==> src/rtl/uart_tx_word_pkg.sv <==
// Shared definitions for the word-serialising UART transmitter.
package uart_tx_word_pkg;

  typedef enum logic [2:0] {
    ST_IDLE,
    ST_START,
    ST_DATA,
    ST_STOP,
    ST_GAP
  } tx_state_e;

  localparam int unsigned DATA_BITS  = 8;
  localparam int unsigned WORD_BYTES = 4;
  localparam int unsigned WORD_BITS  = DATA_BITS * WORD_BYTES;

  // Integer clock cycles per line bit; the remainder is dropped.
  function automatic int unsigned cycles_per_bit(input int unsigned clk_hz,
                                                 input int unsigned bit_rate);
    return clk_hz / bit_rate;
  endfunction

endpackage

==> src/rtl/uart_tx_word_if.sv <==
// Word-level handshake and line signals of the UART word transmitter.
interface uart_tx_word_if;
  import uart_tx_word_pkg::*;

  logic                 uart_tx_en;
  logic                 word_valid;
  logic [WORD_BITS-1:0] word_data;
  logic                 word_ready;
  logic                 uart_txd;
  logic                 uart_tx_busy;
  logic                 byte_done;
  logic                 word_done;

  modport master (
    output uart_tx_en, word_valid, word_data,
    input  word_ready, uart_txd, uart_tx_busy, byte_done, word_done
  );

  modport slave (
    input  uart_tx_en, word_valid, word_data,
    output word_ready, uart_txd, uart_tx_busy, byte_done, word_done
  );
endinterface

==> src/rtl/uart_tx_byte.sv <==
// 8N1 byte serialiser: bit timing, byte FSM and the txd register.
// A byte offered while the previous frame is in its final cycle starts
// immediately, so consecutive bytes of a word have no extra idle clock.
module uart_tx_byte
  import uart_tx_word_pkg::*;
#(
  parameter int unsigned CLK_HZ   = 50000000,
  parameter int unsigned BIT_RATE = 9600,
  parameter int unsigned GAP_BITS = 1
) (
  input  logic                 clk,
  input  logic                 rst,
  input  logic                 i_valid,
  input  logic [DATA_BITS-1:0] i_data,
  input  logic                 i_last,
  output logic                 o_ready,
  output logic                 o_txd,
  output logic                 o_byte_done,
  output logic                 o_word_done
);

  localparam int unsigned    CPB        = cycles_per_bit(CLK_HZ, BIT_RATE);
  localparam int unsigned    CNT_W      = (CPB > 1) ? $clog2(CPB) : 1;
  localparam logic [CNT_W-1:0] CNT_RELOAD = CNT_W'(CPB - 1);
  localparam logic [CNT_W-1:0] CNT_ONE    = CNT_W'(1);
  localparam logic [3:0]     GAP_LAST   = (GAP_BITS > 0) ? 4'(GAP_BITS - 1) : 4'd0;

  tx_state_e            r_state;
  logic [CNT_W-1:0]     r_cnt;
  logic [2:0]           r_bit;
  logic [3:0]           r_gap;
  logic [DATA_BITS-1:0] r_data;
  logic                 r_last;
  logic                 r_txd;
  logic                 r_byte_done;
  logic                 r_word_done;

  logic                 w_last_bit;
  logic                 w_frame_end;

  // Final mark bit-time of the frame: the stop bit when there is no gap.
  always_comb begin
    w_last_bit = 1'b0;
    if (GAP_BITS == 0) w_last_bit = (r_state == ST_STOP);
    else               w_last_bit = (r_state == ST_GAP) && (r_gap == GAP_LAST);
  end

  assign w_frame_end = w_last_bit && (r_cnt == '0);
  assign o_ready     = (r_state == ST_IDLE) || w_frame_end;
  assign o_txd       = r_txd;
  assign o_byte_done = r_byte_done;
  assign o_word_done = r_word_done;

  // Byte FSM with down-counting bit timer; done pulses are registered one
  // cycle early so they line up with the final cycle of the frame.
  always_ff @(posedge clk) begin
    if (rst) begin
      r_state     <= ST_IDLE;
      r_cnt       <= '0;
      r_bit       <= '0;
      r_gap       <= '0;
      r_data      <= '0;
      r_last      <= 1'b0;
      r_txd       <= 1'b1;
      r_byte_done <= 1'b0;
      r_word_done <= 1'b0;
    end else begin
      r_byte_done <= w_last_bit && (r_cnt == CNT_ONE);
      r_word_done <= w_last_bit && (r_cnt == CNT_ONE) && r_last;
      if (w_frame_end) begin
        if (i_valid) begin
          r_state <= ST_START;
          r_cnt   <= CNT_RELOAD;
          r_data  <= i_data;
          r_last  <= i_last;
          r_txd   <= 1'b0;
        end else begin
          r_state <= ST_IDLE;
          r_txd   <= 1'b1;
        end
      end else begin
        case (r_state)
          ST_IDLE: begin
            r_txd <= 1'b1;
            if (i_valid) begin
              r_state <= ST_START;
              r_cnt   <= CNT_RELOAD;
              r_data  <= i_data;
              r_last  <= i_last;
              r_txd   <= 1'b0;
            end
          end
          ST_START: begin
            if (r_cnt == '0) begin
              r_state <= ST_DATA;
              r_cnt   <= CNT_RELOAD;
              r_bit   <= '0;
              r_txd   <= r_data[0];
              r_data  <= {1'b0, r_data[DATA_BITS-1:1]};
            end else begin
              r_cnt <= r_cnt - 1'b1;
            end
          end
          ST_DATA: begin
            if (r_cnt == '0) begin
              r_cnt <= CNT_RELOAD;
              if (r_bit == 3'd7) begin
                r_state <= ST_STOP;
                r_txd   <= 1'b1;
              end else begin
                r_bit  <= r_bit + 3'd1;
                r_txd  <= r_data[0];
                r_data <= {1'b0, r_data[DATA_BITS-1:1]};
              end
            end else begin
              r_cnt <= r_cnt - 1'b1;
            end
          end
          ST_STOP: begin
            if (r_cnt == '0) begin
              r_state <= ST_GAP;
              r_cnt   <= CNT_RELOAD;
              r_gap   <= '0;
            end else begin
              r_cnt <= r_cnt - 1'b1;
            end
          end
          ST_GAP: begin
            if (r_cnt == '0) begin
              r_cnt <= CNT_RELOAD;
              r_gap <= r_gap + 4'd1;
            end else begin
              r_cnt <= r_cnt - 1'b1;
            end
          end
          default: begin
            r_state <= ST_IDLE;
            r_txd   <= 1'b1;
          end
        endcase
      end
    end
  end

endmodule

==> src/rtl/uart_tx_word.sv <==
// UART 8N1 word transmitter: sends a 32-bit word as four bytes, low byte first.
module uart_tx_word
  import uart_tx_word_pkg::*;
#(
  parameter int unsigned CLK_HZ   = 50000000,
  parameter int unsigned BIT_RATE = 9600,
  parameter int unsigned GAP_BITS = 1
) (
  input logic          clk,
  input logic          rst,
  uart_tx_word_if.slave bus
);

  localparam logic [1:0] LAST_IDX = 2'(WORD_BYTES - 1);

  logic [WORD_BITS-1:0] r_shift;
  logic [1:0]           r_idx;
  logic                 r_busy;
  logic                 r_byte_valid;

  logic w_accept;
  logic w_byte_ready;
  logic w_byte_fire;
  logic w_txd;
  logic w_byte_done;
  logic w_word_done;

  // Word-level idle is tracked by busy, which drops on the edge the byte FSM
  // returns to IDLE after byte 3.
  assign bus.word_ready   = !r_busy && bus.uart_tx_en && !rst;
  assign w_accept         = bus.word_valid && bus.word_ready;
  assign w_byte_fire      = r_byte_valid && w_byte_ready;
  assign bus.uart_txd     = w_txd;
  assign bus.uart_tx_busy = r_busy;
  assign bus.byte_done    = w_byte_done;
  assign bus.word_done    = w_word_done;

  // Word latch, byte index and busy sequencing.
  always_ff @(posedge clk) begin
    if (rst) begin
      r_shift      <= '0;
      r_idx        <= '0;
      r_busy       <= 1'b0;
      r_byte_valid <= 1'b0;
    end else if (w_accept) begin
      r_shift      <= bus.word_data;
      r_idx        <= '0;
      r_busy       <= 1'b1;
      r_byte_valid <= 1'b1;
    end else begin
      if (w_byte_fire) begin
        r_shift      <= {{DATA_BITS{1'b0}}, r_shift[WORD_BITS-1:DATA_BITS]};
        r_idx        <= r_idx + 2'd1;
        r_byte_valid <= (r_idx != LAST_IDX);
      end
      if (w_word_done) r_busy <= 1'b0;
    end
  end

  uart_tx_byte #(
    .CLK_HZ   (CLK_HZ),
    .BIT_RATE (BIT_RATE),
    .GAP_BITS (GAP_BITS)
  ) u_byte (
    .clk         (clk),
    .rst         (rst),
    .i_valid     (r_byte_valid),
    .i_data      (r_shift[DATA_BITS-1:0]),
    .i_last      (r_idx == LAST_IDX),
    .o_ready     (w_byte_ready),
    .o_txd       (w_txd),
    .o_byte_done (w_byte_done),
    .o_word_done (w_word_done)
  );

endmodule

==> src/flat_wrapper.sv <==
// flat-port wrapper written by rule: the top's interface ports become plain ports
module uart_tx_word_flat import uart_tx_word_pkg::*;
#(
  parameter int unsigned CLK_HZ   = 50000000,
  parameter int unsigned BIT_RATE = 9600,
  parameter int unsigned GAP_BITS = 1
)
  (clk, rst, bus_uart_tx_en, bus_word_valid, bus_word_data, bus_word_ready, bus_uart_txd, bus_uart_tx_busy, bus_byte_done, bus_word_done);
  uart_tx_word_if bus_i ();
  input logic clk;
  input logic rst;
  input wire logic [$bits(bus_i.uart_tx_en)-1:0] bus_uart_tx_en;
  input wire logic [$bits(bus_i.word_valid)-1:0] bus_word_valid;
  input wire logic [$bits(bus_i.word_data)-1:0] bus_word_data;
  output wire logic [$bits(bus_i.word_ready)-1:0] bus_word_ready;
  output wire logic [$bits(bus_i.uart_txd)-1:0] bus_uart_txd;
  output wire logic [$bits(bus_i.uart_tx_busy)-1:0] bus_uart_tx_busy;
  output wire logic [$bits(bus_i.byte_done)-1:0] bus_byte_done;
  output wire logic [$bits(bus_i.word_done)-1:0] bus_word_done;
  assign bus_i.uart_tx_en = bus_uart_tx_en;
  assign bus_i.word_valid = bus_word_valid;
  assign bus_i.word_data = bus_word_data;
  assign bus_word_ready = bus_i.word_ready;
  assign bus_uart_txd = bus_i.uart_txd;
  assign bus_uart_tx_busy = bus_i.uart_tx_busy;
  assign bus_byte_done = bus_i.byte_done;
  assign bus_word_done = bus_i.word_done;
  uart_tx_word #(.CLK_HZ(CLK_HZ), .BIT_RATE(BIT_RATE), .GAP_BITS(GAP_BITS)) u_core (.clk(clk), .rst(rst), .bus(bus_i));
endmodule
==> config.mk <==
export PLATFORM = sky130hd
export DESIGN_NAME = uart_tx_word_flat
export DESIGN_NICKNAME = d
export VERILOG_FILES = /design/src/rtl/uart_tx_word_pkg.sv /design/src/rtl/uart_tx_word_if.sv /design/src/rtl/uart_tx_byte.sv /design/src/rtl/uart_tx_word.sv /design/src/flat_wrapper.sv
export SDC_FILE = /design/constraint.sdc
export NUM_CORES = 1
export LEC_CHECK = 0
export ABC_CLOCK_PERIOD_IN_PS = 4900
export CAP_MARGIN = 20
export CORE_MARGIN = 10
export CORE_UTILIZATION = 45
export CTS_CLUSTER_SIZE = 10
export DETAILED_ROUTE_END_ITERATION = 7
export PLACE_DENSITY = 0.73
export SYNTH_ARGS = -nofsm -noshare
export SYNTH_HDL_FRONTEND = slang
export SYNTH_HIERARCHICAL = 1
export SYNTH_SLANG_ARGS = --single-unit
==> constraint.sdc <==
create_clock -name clk -period 4.9 [get_ports clk]
set_clock_uncertainty 0.2 [all_clocks]
set_input_delay 0.98 -clock clk [delete_from_list [all_inputs] [get_ports clk]]
set_output_delay 0.98 -clock clk [all_outputs]
set_load 0.005 [all_outputs]
==> qor.csv <==
stage;metric;value;unit
outcome;status;completed;
route;vias;3230;
critical_path;cp_slowest_cell;and2_1;
route;dr.first_iter.drc_count;240;
global_routing;grt_pass1_vias;3037;
synth;synth_ff_type;dfxtp_1;
floorplanning;die_area;11900;sq um
global_routing;grt_pass1_wl;14.4;mm
route;drc_errors;0;
route;drt_first_pass_iters;4;
timing;setup_tns;0;ns
job;max-cap-violations;0;
synth;synth.distinct_cells;60;
clock_network;cts_tree;yes;
timing;setup_viol;0;
synth;synth-edff-count;0;
placed_design;gp_congestion;0.905;
floorplanning;core;7730;sq um
clock_network;cts_setup_buffers;0;
finish;fill_cells;718;
timing;setup_ws;1.38;ns
critical_path;path_max_fanout;26;
floorplanning;die_w;109;um
clock_network;clk_pin_slew;0.07;ns
global_routing;grt_max_degree;43;
timing;fin_crit_sh;0.717;
finish;design_area;4280;sq um
critical_path;cp.required;4.95;ns
synth;ys_top_cells_by_area;dfxtp_1, a21oi_1, nand2_1, a211oi_2, nor2_1;
power;clkPwrFrac;0.289;
route;routed_via_density;5.73;
placed_design;dp_slack;1.46;ns
floorplanning;fp.dieH;109;um
finish;drive_gt1_frac;0.115;
power;pwr-share-seq;0.351;
timing;fin_crit;3.52;ns
synth;synth_top_area_frac;0.398;
finish;fin_nets;501;
clock_network;clk_latency;0.34;ns
floorplanning;pin_count;41;
timing;worst_slew_pin_slew;0.928;ns
placed_design;io_buffers;40;
route;wire_per_inst;15.4;um
finish;finish.utilization;0.554;
worst_hold_path;hp-class;register to register;
synth;ys_seq_elements;71;
timing;slew_violations;0;
critical_path;crit_path_end_kind;register;
global_routing;track_usage;0.147;
synth;syn_inst;430;
timing;max_freq;284;MHz
clock_network;cts.sinks;71;
clock_network;cts_max_level;3;
clock_network;postCtsHoldBufs;0;
power;pwr-share-comb;0.360;
route;wirelength;8.71;mm
floorplanning;initial_core_util;0.462;
clock_network;cts_inserted_buffers;9;
synth;synth_fp_nets;473;
critical_path;cpLargestDelayFamily;simple AND/OR/NAND/NOR gates;
critical_path;crit_chain;inv_1 -> ha_1 -> or3b_1 -> nor4_1 -> buf_4 -> a21oi_1 -> inv_1 -> and2_1 -> a21oi_1 -> a211oi_2;
synth;syn_area_per_cell;8.30;sq um
finish;mostFrequentLayoutCell;dfxtp_1;
critical_path;slowest_delay;0.76;ns
power;swShare;0.367;
synth;yosysWarnings;6;
critical_path;path_buf_inv;3;
floorplanning;num_rows;32;
critical_path;crit_arrival;3.56;ns
placed_design;dp_hpwl;5.90;mm
finish;multi_input_area;1940;sq um
global_routing;antenna_found_initial;0;
power;leakagePower;0.00152;uW
clock_network;clock_tree.buffer_depth;2;
finish;mostFrequentLayoutCells;dfxtp_1, nand2_1, a21oi_1, nor2_1, clkdlybuf4s50_1;
synth;yosys.area.top_type;dfxtp_1;
finish;diodes;0;
power;p_int;1330;uW
power;ir_drop;0.000249;V
route;ant_nets;0;
timing;finalHoldViolCount;0;
finish;seqCellArea;1420;sq um
finish;area_delta_synth_final;20.0;%
clock_network;cts_root_buf;clkbuf_8;
placed_design;dpl-instance-area;3970;sq um
power;power_switching;770;uW
synth;netlist_area;3570;sq um
clock_network;ctsResizeCount;0;
global_routing;grt_remaining_overflow;0;
timing;slew_headroom;0.381;
power;powerDensity;490;nW/um^2
synth;yosysSeqAreaShare;0.398;
synth;async_flop_share;0;
timing;rsz0062_at_grt;false;
critical_path;critPathKind;register to register;
critical_path;worstSetupStartpointType;register;
-- routing by layer --
layer / wire [um] / share of wire / global-route usage / vias up
met5: 0 / 0 / 0 / -
met4: 115 / 0.013 / 0.0565 / 0
met3: 351 / 0.040 / 0.0307 / 11
met2: 4170 / 0.48 / 0.240 / 68
met1: 4070 / 0.47 / 0.185 / 1535
li1: - / - / - / 1616
-- worst reg2reg max path, cell delays in order, from the launching register on --
cell and delay, ns:
dfxtp_1 0.34, inv_1 0.10, ha_1 0.21, or3b_1 0.45, nor4_1 0.42, buf_4 0.25, a21oi_1 0.10, inv_1 0.13
and2_1 0.76, a21oi_1 0.19, a211oi_2 0.27
-- cell type report --
type,instances,area share
Clock buffer,9,0.0289
Clock inverter,6,0.0313
Inverter,12,0.0105
Multi-Input combinational cell,317,0.454
Sequential cell,71,0.332
Tap cell,102,0.0298
Timing Repair Buffer,47,0.114
-- metrics by stage --
stage                     total power, uW  instances  hold WS [ns]
after global placement               1460        547         0.244
after global routing                 2230        564         0.294
after CTS                            2090        562         0.266
after detailed placement             1480        547         0.255
final                                2100        564         0.266
after floorplan                      1310        430         0.223
-- final timing paths --
| kind | startpoint | endpoint | slack (ns) | depth (start not counted) |
|---|---|---|---|---|
| worst min-delay path | u_core/r_shift[19]$_SDFFE_PP0P_ | u_core/r_shift[11]$_SDFFE_PP0P_ | 0.27 | 2 |
| worst max-delay path | u_core/u_byte/r_cnt[0]$_SDFFE_PP0P_ | u_core/r_shift[7]$_SDFFE_PP0P_ | 1.38 | 10 |
| worst min register to register | u_core/r_shift[19]$_SDFFE_PP0P_ | u_core/r_shift[11]$_SDFFE_PP0P_ | 0.27 | 2 |
| worst max register to register | u_core/u_byte/r_cnt[0]$_SDFFE_PP0P_ | u_core/r_shift[7]$_SDFFE_PP0P_ | 1.38 | 10 |
-- logic make-up (layout without fill, tap and decap cells) --
family / Yosys count / count (layout) / share of synthesized area
compound gates: 132 / 132 / 0.273
flops: 71 / 71 / 0.398
buf+inv: 42 / 74 / 0.0575
xor+xnor: 3 / 3 / 0.00736
mux: 3 / 3 / 0.00841
simple gates: 171 / 171 / 0.227
fa+ha+maj: 8 / 8 / 0.0277
-- cell usage after synthesis, types with 4 or more instances --
cell / number
nand4_1: 4
ha_1: 7
nand3_1: 12
buf_4: 4
nor2_1: 43
nor4_1: 5
o21ai_0: 14
nor3_1: 11
buf_2: 8
clkbuf_1: 14
and2_1: 6
a311oi_1: 4
and3_1: 4
inv_1: 11
a211oi_1: 6
dfxtp_1: 71
nand2_1: 64
a211oi_2: 19
or3_1: 6
a22o_1: 5
a21oi_1: 52
-- power by group through the flow --
| stage | Clock, uW | Combinational [uW] | Sequential [uW] |
|---|---|---|---|
| CTS | 615 | 738 | 733 |
| floorplan | 0 | 596 | 714 |
| global placement | 0 | 715 | 743 |
| detailed placement | 0 | 734 | 746 |
| finish | 608 | 756 | 737 |
| global route | 648 | 832 | 749 |
-- registers in the layout (all words and copies together) (netlist names) --
name and cells:
u_core/u_byte/r_state 3, u_core/u_byte/r_data 8, u_core/u_byte/r_bit 3, u_core/u_byte/o_txd 1, u_core/u_byte/r_gap 4, u_core/u_byte/r_cnt 13
u_core/u_byte/o_byte_done 1, u_core/u_byte/o_word_done 1, u_core/r_shift 32, u_core/r_byte_valid 1, u_core/r_idx 2, u_core/bus.uart_tx_busy 1
u_core/u_byte/r_last 1
No activity file was read; power rests on OpenSTA's default activity.
